### src/rtl/i4003_pkg.sv
// Shared types and default geometry for the i4003 shift-register loader.
package i4003_pkg;

    localparam int DEF_WIDTH = 10;
    localparam int DEF_DIV   = 2;

    typedef enum logic [1:0] {
        IDLE   = 2'd0,
        SHIFT  = 2'd1,
        STROBE = 2'd2,
        FINISH = 2'd3
    } state_t;

endpackage

### src/rtl/i4003_clkdiv.sv
// Shift-clock generator: sr_cp low DIV cycles, high DIV cycles while run is high,
// plus one-cycle ticks flagging the cycle before each rising/falling edge.
module i4003_clkdiv #(
    parameter int DIV = 2
) (
    input  logic cp,
    input  logic rst_n,
    input  logic run,
    output logic sr_cp,
    output logic rise_tick,
    output logic fall_tick
);

    localparam int CW = (DIV > 1) ? $clog2(DIV) : 1;
    localparam logic [CW-1:0] LAST = CW'(DIV - 1);

    logic [CW-1:0] cnt_reg, cnt_next;
    logic          cp_reg, cp_next;
    logic          wrap;

    always_comb begin
        wrap     = run && (cnt_reg == LAST);
        cnt_next = '0;
        cp_next  = 1'b0;
        // Divider restarts from a low phase whenever it is not running.
        if (run) begin
            cnt_next = wrap ? '0 : cnt_reg + CW'(1);
            cp_next  = wrap ? ~cp_reg : cp_reg;
        end
    end

    always_ff @(posedge cp) begin
        if (!rst_n) begin
            cnt_reg <= '0;
            cp_reg  <= 1'b0;
        end else begin
            cnt_reg <= cnt_next;
            cp_reg  <= cp_next;
        end
    end

    assign sr_cp     = cp_reg;
    assign rise_tick = wrap && !cp_reg;
    assign fall_tick = wrap && cp_reg;

endmodule

### src/rtl/i4003_loader.sv
// Serial loader for an i4003 shift-register chip: WIDTH shift pulses MSB first, then a latch pulse.
// Define I4003_LOADER_READBACK_EN to capture the chip's previous word from sr_ret into rd_data.
module i4003_loader
    import i4003_pkg::*;
#(
    parameter int WIDTH = DEF_WIDTH,
    parameter int DIV   = DEF_DIV
) (
    input  logic             cp,
    input  logic             rst_n,
    input  logic [WIDTH-1:0] din,
    input  logic             valid,
    output logic             ready,
    output logic             sr_cp,
    output logic             sr_data,
    output logic             sr_e,
    output logic             busy,
    output logic             done,
    input  logic             sr_ret,
    output logic [WIDTH-1:0] rd_data
);

    localparam int CNT_W = (WIDTH > 1) ? $clog2(WIDTH) : 1;
    localparam logic [CNT_W-1:0] LAST_BIT = CNT_W'(WIDTH - 1);

    state_t           state_reg, state_next;
    logic [CNT_W-1:0] bit_cnt_reg, bit_cnt_next;
    logic [WIDTH-1:0] shift_reg, shift_next;
    logic             sr_data_reg, sr_data_next;
    logic             sr_e_reg, sr_e_next;
    logic             run, rise_tick, fall_tick;

    assign run = (state_reg == SHIFT) || (state_reg == STROBE);

    i4003_clkdiv #(.DIV(DIV)) u_clkdiv (
        .cp        (cp),
        .rst_n     (rst_n),
        .run       (run),
        .sr_cp     (sr_cp),
        .rise_tick (rise_tick),
        .fall_tick (fall_tick)
    );

    always_comb begin
        state_next   = state_reg;
        bit_cnt_next = bit_cnt_reg;
        shift_next   = shift_reg;
        sr_data_next = sr_data_reg;
        sr_e_next    = sr_e_reg;
        case (state_reg)
            IDLE: begin
                if (valid) begin
                    // First bit goes out immediately; shift_reg keeps the remaining bits.
                    state_next   = SHIFT;
                    bit_cnt_next = '0;
                    shift_next   = din << 1;
                    sr_data_next = din[WIDTH-1];
                    sr_e_next    = 1'b0;
                end
            end
            SHIFT: begin
                if (fall_tick) begin
                    if (bit_cnt_reg == LAST_BIT) begin
                        state_next   = STROBE;
                        sr_e_next    = 1'b1;
                        sr_data_next = 1'b0;
                    end else begin
                        bit_cnt_next = bit_cnt_reg + CNT_W'(1);
                        sr_data_next = shift_reg[WIDTH-1];
                        shift_next   = shift_reg << 1;
                    end
                end
            end
            STROBE: begin
                if (fall_tick) begin
                    state_next   = FINISH;
                    sr_e_next    = 1'b0;
                    sr_data_next = 1'b0;
                end
            end
            FINISH: begin
                state_next   = IDLE;
                bit_cnt_next = '0;
            end
            default: state_next = IDLE;
        endcase
    end

    always_ff @(posedge cp) begin
        if (!rst_n) begin
            state_reg   <= IDLE;
            bit_cnt_reg <= '0;
            shift_reg   <= '0;
            sr_data_reg <= 1'b0;
            sr_e_reg    <= 1'b0;
        end else begin
            state_reg   <= state_next;
            bit_cnt_reg <= bit_cnt_next;
            shift_reg   <= shift_next;
            sr_data_reg <= sr_data_next;
            sr_e_reg    <= sr_e_next;
        end
    end

    assign ready   = (state_reg == IDLE);
    assign busy    = (state_reg != IDLE);
    assign done    = (state_reg == FINISH);
    assign sr_data = sr_data_reg;
    assign sr_e    = sr_e_reg;

`ifdef I4003_LOADER_READBACK_EN
    logic [WIDTH-1:0] rd_shift_reg, rd_shift_next;
    logic [WIDTH-1:0] rd_data_reg, rd_data_next;

    // The chip's serial output is stable until sr_cp rises, so sample it on the rise tick.
    always_comb begin
        rd_shift_next = rd_shift_reg;
        rd_data_next  = rd_data_reg;
        if ((state_reg == SHIFT) && rise_tick)
            rd_shift_next = (rd_shift_reg << 1) | WIDTH'(sr_ret);
        if ((state_reg == STROBE) && fall_tick)
            rd_data_next = rd_shift_reg;
    end

    always_ff @(posedge cp) begin
        if (!rst_n) begin
            rd_shift_reg <= '0;
            rd_data_reg  <= '0;
        end else begin
            rd_shift_reg <= rd_shift_next;
            rd_data_reg  <= rd_data_next;
        end
    end

    assign rd_data = rd_data_reg;
`else
    logic unused_ok;
    assign unused_ok = ^{sr_ret, rise_tick};
    assign rd_data   = '0;
`endif

endmodule

### config.mk
export PLATFORM = sky130hd
export DESIGN_NAME = i4003_loader
export DESIGN_NICKNAME = d
export VERILOG_FILES = /design/src/rtl/i4003_pkg.sv /design/src/rtl/i4003_clkdiv.sv /design/src/rtl/i4003_loader.sv
export SDC_FILE = /design/constraint.sdc
export NUM_CORES = 1
export LEC_CHECK = 0
export BUFFER_PORTS_ARGS = -buffer_cell sky130_fd_sc_hd__buf_2
export CAP_MARGIN = 20
export CORE_ASPECT_RATIO = 0.7
export CORE_MARGIN = 2
export CORE_UTILIZATION = 49
export CTS_CLUSTER_SIZE = 8
export DETAILED_ROUTE_END_ITERATION = 6
export HOLD_SLACK_MARGIN = 0.12
export PLACE_DENSITY = 0.74
export SETUP_SLACK_MARGIN = 0.15
export SLEW_MARGIN = 20
export SYNTH_ARGS = -nofsm -noshare
export SYNTH_HDL_FRONTEND = slang
export SYNTH_SLANG_ARGS = --single-unit
export TNS_END_PERCENT = 20
### constraint.sdc
create_clock -name cp -period 3.63 [get_ports cp]
set_input_delay 0.363 -clock cp [delete_from_list [all_inputs] [get_ports cp]]
set_output_delay 0.363 -clock cp [all_outputs]
set_load 0.01 [all_outputs]
# Yosys cells after proc, flatten, opt, wreduce, memory -nomap -nowiden
# Index checks and enable logic that the tools add are counted.
[totals] latchBits=0 mem_bits_ro=0 ramBits=0 register_bits=20 n_memories=0 word_cells=58
[op_classes] div_mod_pow=0 multipliers=0 n_eq_ne=9 bitwise=3 reduce_logical=15 order_cmp=0 add_sub_neg=2 muxes=22 shifts=0
[ops] op="two-way mux 10 bit" n=3
[ops] op="one-hot mux 10 bit (2 select lines)" n=1
[ops] op="AND reduction 4 bit" n=4
[ops] op="two-way mux 4 bit" n=3
[ops] op="one-hot mux 4 bit (3 select lines)" n=1
[ops] op="two-way mux 2 bit" n=4
[ops] op="!= test 2 bit (second input constant)" n=4
[ops] op="one-hot mux 2 bit (4 select lines)" n=1
[ops] op="two-way mux 1 bit" n=7
[ops] op="one-hot mux 1 bit (3 select lines)" n=2
[ops] op="nonzero test 3 bit" n=2
[ops] op="AND reduction 5 bit" n=1
[ops] op="adder 4 x 1 -> 4 bit (second input constant)" n=1
[ops] op="equality test 2 bit (second input constant)" n=2
[ops] op="equality test 4 bit (second input constant)" n=1
[ops] op="nonzero test 2 bit" n=2
[ops] op="inverter 1 bit" n=3
[ops] op="OR reduction 3 bit" n=1
[ops] op="equality test 2 x 1 -> 1 bit (second input constant)" n=1
[ops] op="logical AND 1 bit" n=2
[ops] op="logical NOT 2 bit" n=1
[ops] op="!= test 2 x 1 -> 1 bit (second input constant)" n=1
[ops] op="AND reduction 2 bit" n=1
[ops] op="adder 1 bit (second input constant)" n=1
[ops] op="logical OR 1 bit" n=1

# Logic depth before layout (Yosys ltp)
# Gate-level depths: netlist of the first run.
[depth] depth_word=6 mapped_depth=8 mapped_depth_nobuf=6

# Cells and area by module
# Synthesis of the first run repeated with hierarchy kept, for this count alone.
[unflattened] hier_cells=127 hier_area_um2=1141.1
[by_module_without_submodules] mod="i4003_loader" seq_area_each_um2=340.3 area_each_um2=1066.0 n_inst=1 cells_per_inst=118
[by_module_without_submodules] mod="i4003_clkdiv" seq_area_each_um2=40.0 area_each_um2=75.1 n_inst=1 cells_per_inst=9

# Worst setup path after synthesis of the first run
# Ideal clock, no wire load.
[synth_path] path_type="flip-flop to flip-flop" from="register state_reg[0]" to="register shift_reg[1]" setup_slack_ps=1953 setup_ps=118 path_buffers=1 stages_incl_launch_ff=8 arrival_ps=1560 synth_period_minus_slack_ps=1677 cell_sequence="dfxtp_1 > inv_1 > ha_1 > buf_4 > nand3_4 > a211oi_4 > nand2b_1 > a21boi_1"
[synth_via] elab_chain_cells=6 word_cells_on_any_way=12
[synth_lines] item="start: declaration" line="i4003_loader.sv:26" source="state_t state_reg, state_next;"
[synth_lines] item="start signal: assignment" line="i4003_loader.sv:97" source="state_reg <= state_next;"
[synth_lines] item="equality test 2 x 1 -> 1 bit / equality test 2 bit (equally long branches)" line="i4003_loader.sv:33, i4003_loader.sv:50"
[synth_lines] item="logical OR 1 bit" line="i4003_loader.sv:33" source="assign run = (state_reg == SHIFT) || (state_reg == STROBE);"
[synth_lines] item="logical AND 1 bit" line="i4003_clkdiv.sv:22" source="wrap = run && (cnt_reg == LAST);"
[synth_lines] item="logical AND 1 bit" line="i4003_clkdiv.sv:44" source="assign fall_tick = wrap && cp_reg;"
[synth_lines] item="!= test 2 bit (no line)"
[synth_lines] item="AND reduction 4 bit (no line)"
[synth_lines] item="end signal: assignment" line="i4003_loader.sv:99" source="shift_reg <= shift_next;"
[synth_lines] item="end: declaration" line="i4003_loader.sv:28" source="logic [WIDTH-1:0] shift_reg, shift_next;"
# Parallel ways exist; a longest one is shown, timed or not.
# A chain may end at the register's enable or synchronous reset.

# Worst setup path in the final report of the first run
[layout_path] from="register state_reg[1]" to="register bit_cnt_reg[1]"
[layout_via] elab_chain_cells=6 word_cells_on_any_way=13
[layout_lines] item="equality test 2 x 1 -> 1 bit / equality test 2 bit (equally long branches)" line="i4003_loader.sv:33, i4003_loader.sv:50"
[layout_lines] item="logical OR 1 bit" line="i4003_loader.sv:33"
[layout_lines] item="logical AND 1 bit" line="i4003_clkdiv.sv:22"
[layout_lines] item="logical AND 1 bit" line="i4003_clkdiv.sv:44"
[layout_lines] item="!= test 2 bit (no line)"
[layout_lines] item="AND reduction 4 bit (no line)"
[layout_lines] item="end signal: assignment" line="i4003_loader.sv:98" source="bit_cnt_reg <= bit_cnt_next;"
[layout_lines] item="end: declaration" line="i4003_loader.sv:27" source="logic [CNT_W-1:0] bit_cnt_reg, bit_cnt_next;"
# Parallel ways exist; a longest one is shown, timed or not.

==> results of run 1 <==
[layout make-up]
type	count	area (µm²)	area share
inverters	6	22.5	0.0176
flip-flops and latches	19	380	0.297
repair buffers	18	90.1	0.0704
clock buffers	3	22.5	0.0176
well taps	34	42.5	0.0333
clock inverters	1	5.00	0.00391
multi-input cells	103	716	0.560
[layout by cell type, fill, tap and decap left out, drive strengths merged, types with 4 or more instances in the layout]
| master | instances |
|---|---|
| dfxtp | 19 |
| buf | 18 |
| o21ai | 17 |
| conb | 10 |
| a31oi | 9 |
| nor2 | 7 |
| nand2 | 7 |
| mux2i | 7 |
| ha | 7 |
| inv | 6 |
| or3 | 6 |
| o22ai | 4 |
[worst register-to-register path, stage by stage (launching register included)]
cell and delay [ps]:
dfxtp_1 350, inv_1 100, ha_1 640, inv_1 370, nor4_2 380, mux2i_1 200, and2_1 130
[worst max-delay path by stage]
stage                      to  cells after the start
4_1_cts        bit_cnt_reg[1]                      6
2_1_floorplan    shift_reg[1]                      7
5_1_grt        bit_cnt_reg[1]                      6
3_3_place_gp   bit_cnt_reg[1]                      6
3_5_place_dp   bit_cnt_reg[1]                      6
6_report       bit_cnt_reg[1]                      6
[power breakdown]
part / switching (mW) / internal (mW) / total [mW]
clock network: 0.0713 / 0.0412 / 0.113
registers: 0.0466 / 0.273 / 0.319
logic: 0.293 / 0.185 / 0.478
total: 0.411 / 0.498 / 0.910
[per-layer routing]
layer / vias to the layer above / wire length, µm / GRT usage
li1: 497 / - / -
met1: 480 / 1110 / 0.208
met4: 0 / 17 / 0.0391
met5: - / 0 / 0
met2: 21 / 1080 / 0.280
met3: 4 / 120 / 0.0619
[cell families (layout without fill, tap and decap cells)]
family | Yosys count | after routing | share of synthesized area
AOI/OAI and AO/OA | 40 | 40 | 0.217
and+or+nand+nor | 38 | 38 | 0.202
buffers and inverters | 25 | 28 | 0.129
DFF | 19 | 19 | 0.312
adders and majority gates | 7 | 7 | 0.0718
muxes | 7 | 7 | 0.0574
other | 1 | 10 | 0.00307
xor gates and xnor gates | 1 | 1 | 0.00718
[stage by stage]
stage	std cells	setup slack, ps	area, µm²	total power [mW]	util
5_1_grt	184	1240	1280	0.980	0.532
6_report	184	1420	1280	0.910	0.532
2_1_floorplan	147	1950	1250	0.721	-
4_1_cts	184	1420	1280	0.905	0.532
3_3_place_gp	180	1520	1250	0.780	0.521
3_5_place_dp	180	1460	1250	0.796	0.521
==> summary.md, run 1 <==
| Metric | Value |
|---|---|
| YS warnings | 0 |
| Setup Buffers After CTS | 0 |
| Skew final | 2.63 ps |
| Cell Area, Synth | 1220 µm² |
| Area share of the largest cell type after synthesis | 0.312 |
| Worst Setup SP | state_reg[1] |
| Port Buffer Count | 18 |
| Post-Route Setup TNS | 0 ps |
| Unrepaired setup endpoints after global routing | false |
| Final period utilization | 0.610 |
| Fillers | 233 |
| CP dominant cell by count | inv_1 |
| Reg2Reg Setup Slack | 1420 ps |
| Initial DRT Pass Iterations | 4 |
| RD Place Congestion | 0.730 |
| CTS root buffer | clkbuf_4 |
| Max Root-Sink Buffers | 2 |
| Routed vias/inst | 5.45 |
| Routed WL per cell | 12.6 µm |
| Post-synthesis sequential area ratio | 0.312 |
| Critical path's largest stage delay | 630 ps |
| CTS buffer count | 3 |
| Mean Syn Cell Area | 8.84 µm² |
| CTS tree | yes |
| Sum of buffers and inverters on the critical path | 2 |
| Skew-Pair Late Insertion Delay | 310 ps |
| Vias in the first global route | 814 |
| Cells on worst reg2reg path | 6 |
| Critical Path Sink Type | register |
| Count of cell types in the netlist | 39 |
| Worst r2r src | state_reg[1] |
| Clock transition at the registers of the reported paths | 110 ps |
| Hold Fails Final Rpt | 0 |
| Synth Register Bits | 19 |
| Final ANT Viol Nets | 0 |
| Fin nets | 172 |
| Fmax | 452 MHz |
| CTS Hold Bufs | 0 |
| Async set-reset flop share out of synthesis | 0 |
| Area grow syn2layout | 4.82% |
| Final min period | 2210 ps |
| Die Wd | 63.6 µm |
| Core ar. | 2400 µm² |
| Via Count | 1,002 |
| Clock sink total | 19 |
| Worst setup SP type | register |
| Worst Path Arrival | 2470 ps |
| Crit path kind | register to register |
| IO Count | 30 |
| Primary FF master, synth | dfxtp_1 |
| Slowest-stage cell, CP | ha_1 |
| Min-Delay Endpoint | shift_reg[1] |
| Cell row count | 15 |
| Critical Path RT | 3890 ps |
| Min Hold Slack | 316 ps |
| Cells after Synth | 138 |
| GRT Total Usage | 0.167 |
| DR DRC count | 0 |
| CTS resizes | 0 |
| Static leakage | 0.539 nW |
| Setup violators final | 0 |
| Synth area leaders | dfxtp_1 31%, buf_4 7.4%, ha_1 7.2%, mux2i_1 5.7%, a31oi_1 4.1% |
| Global-route wire length before repair | 3660 µm |
| Initial antenna violation count | 0 |
| Drt initial violations | 21 |
| Rel. slew slack | 0.517 |
| Power Density | 711 nW/µm² |
| Status | completed |
| Die Y | 45.7 µm |
| Worst slew pin tran | 725 ps |
| HP Start | din[0] |
| Most common library cells after synthesis | 19 x dfxtp_1, 12 x buf_4, 9 x o21ai_1 |
| Largest net degree at the start of global routing | 22 |
| Biggest area consumer among synthesized cells | dfxtp_1 |
| Starting density of the core | 0.508 |
| Hold crit path type | input pin to register |
| Reg-to-Reg End | bit_cnt_reg[1] |
| Hold path depth | 3 |
| Most frequent cell after synthesis | dfxtp_1 |
| Final Max Tran Viols | 0 |
| Die area | 2910 µm² |
| Max FFs per register | 9 |
| Final wirelength | 2320 µm |
| Max FO, Critical Path | 21 |
| CP cell instances | inv_1, ha_1, inv_1, nor4_2, mux2i_1, and2_1 |
| Max_cap viols | 0 |
| Total grt overflow | 0 |
| VDD IR max | 0.463 mV |
| CTS HTree Levels | 1 |
| DP HPWL | 1690 µm |
| Antenna Cells | 0 |
| Layout cell share with drive strength beyond 1 | 0.207 |
| CP delay by family, top | adder cells |
| Post-synth EDFFs | 0 |
No activity file was read; power rests on OpenSTA's default activity.
==> run 2, diff against run 1 <==
--- a/config.mk
+++ b/config.mk
@@ -9,7 +9,7 @@
 export CAP_MARGIN = 20
 export CORE_ASPECT_RATIO = 0.7
 export CORE_MARGIN = 2
-export CORE_UTILIZATION = 49
+export CORE_UTILIZATION = 47
 export CTS_CLUSTER_SIZE = 8
 export DETAILED_ROUTE_END_ITERATION = 6
 export HOLD_SLACK_MARGIN = 0.12
==> constraint.sdc (replaced) <==
create_clock -name cp -period 2 [get_ports cp]
set_input_delay 0.2 -clock cp [delete_from_list [all_inputs] [get_ports cp]]
set_output_delay 0.2 -clock cp [all_outputs]
set_load 0.01 [all_outputs]
==> summary.md, run 2 (same netlist as run 1, synthesis figures left out) <==
| Metric | Value |
|---|---|
| IO Count | 30 |
| Fin nets | 184 |
| Static leakage | 0.611 nW |
| Hold Fails Final Rpt | 0 |
| Final Max Tran Viols | 0 |
| Post-Route Setup TNS | 0 ps |
| DP HPWL | 1840 µm |
| VDD IR max | 0.728 mV |
| Final ANT Viol Nets | 0 |
| RD Place Congestion | 0.735 |
| Initial antenna violation count | 0 |
| Tot Pwr | 1.92 mW |
| Power Density | 1320 nW/µm² |
| CTS root buffer | clkbuf_8 |
| Max Root-Sink Buffers | 2 |
| Die Y | 46.6 µm |
| Core ar. | 2460 µm² |
| Port Buffer Count | 18 |
| Via Count | 1,031 |
| Antenna Cells | 0 |
| Cell row count | 15 |
| GRT Total Usage | 0.184 |
| Worst slew pin tran | 584 ps |
| Worst setup SP type | register |
| Fin cells | 196 |
| Hold crit path type | input pin to register |
| Global-route wire length before repair | 4190 µm |
| Clock transition at the registers of the reported paths | 70 ps |
| Largest net degree at the start of global routing | 21 |
| Die area | 3030 µm² |
| CTS HTree Levels | 1 |
| Worst Path Arrival | 1900 ps |
| Starting density of the core | 0.496 |
| DR DRC count | 0 |
| Critical Path RT | 2180 ps |
| Total grt overflow | 0 |
| Final wirelength | 2710 µm |
| Area grow syn2layout | 19.1% |
| Commonest non-fill, non-tap cell in the layout | buf_2 |
| Rel. slew slack | 0.611 |
| Skew final | 2.18 ps |
| Crit path kind | register to register |
| CTS tree | yes |
| Max FFs per register | 9 |
| Vias in the first global route | 885 |
| Max_cap viols | 0 |
| Critical Path Sink Type | register |
| Unrepaired setup endpoints after global routing | false |
| Routed vias/inst | 5.26 |
| Routed WL per cell | 13.8 µm |
| Placed insts | 185 |
| Layout cell share with drive strength beyond 1 | 0.284 |
| Max FO, Critical Path | 9 |
| Commonest non-fill, non-tap cells in the layout | 19 x buf_2, 17 x dfxtp_1, 10 x conb_1 |
| Final period utilization | 0.862 |
| Setup violators final | 0 |
| Drt initial violations | 32 |
| Skew-Pair Late Insertion Delay | 250 ps |
| Final min period | 1720 ps |
| CTS buffer count | 3 |
| Fmax | 580 MHz |
| Status | completed |
| Clock sink total | 19 |
| Initial DRT Pass Iterations | 4 |
| Die Wd | 64.9 µm |
-- run 2: cell types whose count changed in the layout (fill, tap and decap cells not counted), sizes merged --
cell,before,now
buf,18,30
clkinv,1,0
clkbuf,3,4
-- run 2: final timing paths --
kind,depth (start not counted),endpoint,startpoint,slack (ps)
worst max-delay path,8,shift_reg[9],state_reg[0],280
worst min register to register,2,sr_e,sr_e,470
worst min-delay path,3,shift_reg[1],din[0],210
worst max register to register,8,shift_reg[9],state_reg[0],280
-- run 2: power breakdown --
| part | internal, mW | total (mW) | switching, mW |
|---|---|---|---|
| clock network | 0.141 | 0.265 | 0.124 |
| logic | 0.472 | 1.07 | 0.600 |
| registers | 0.500 | 0.582 | 0.0821 |
| total | 1.11 | 1.92 | 0.806 |
-- run 2: final cells by class --
class,instances,area (µm²)
Clock buffer,4,45.0
Inverter,6,22.5
Sequential cell,19,383
Multi-Input combinational cell,103,757
Fill cell,212,1010
Timing Repair Buffer,30,203
Tap cell,34,42.5
-- run 2: through the flow --
step                      cell area (µm²)  utilization  setup WS [ps]  hold WS, ps
final                                1450        0.591            277          210
after global routing                 1450        0.591            129          225
after CTS                            1330        0.542            185          212
after floorplan                      1250            -            323          365
after detailed placement             1290        0.524            205          452
after global placement               1290        0.524            257          449
-- run 2: worst max-delay path, stage by stage, from the launching register on --
cell,delay [ps]
dfxtp_2,360
inv_1,80
ha_1,340
nand3_4,90
buf_12,150
a211oi_4,180
buf_4,190
o21ai_1,70
a31oi_1,170
-- run 2: timing repair --
| item | 4_1_cts | 5_1_grt |
|---|---|---|
| resized for setup | 0 | 9 |
| buffers inserted | 0 | 7 |
| hold buffers | 0 | 0 |
| endpoints found under the setup margin | 0 | 12 |
| hold endpoints to repair | 0 | 0 |
-- run 2: metal layers --
metal | share of wire | routed length, µm | GRT usage | vias up
met2 | 0.48 | 1300 | 0.303 | 22
met3 | 0.049 | 134 | 0.0587 | 2
met4 | 0.0037 | 10 | 0.0298 | 0
met1 | 0.47 | 1270 | 0.244 | 487
met5 | 0 | 0 | 0 | -
li1 | - | - | - | 520
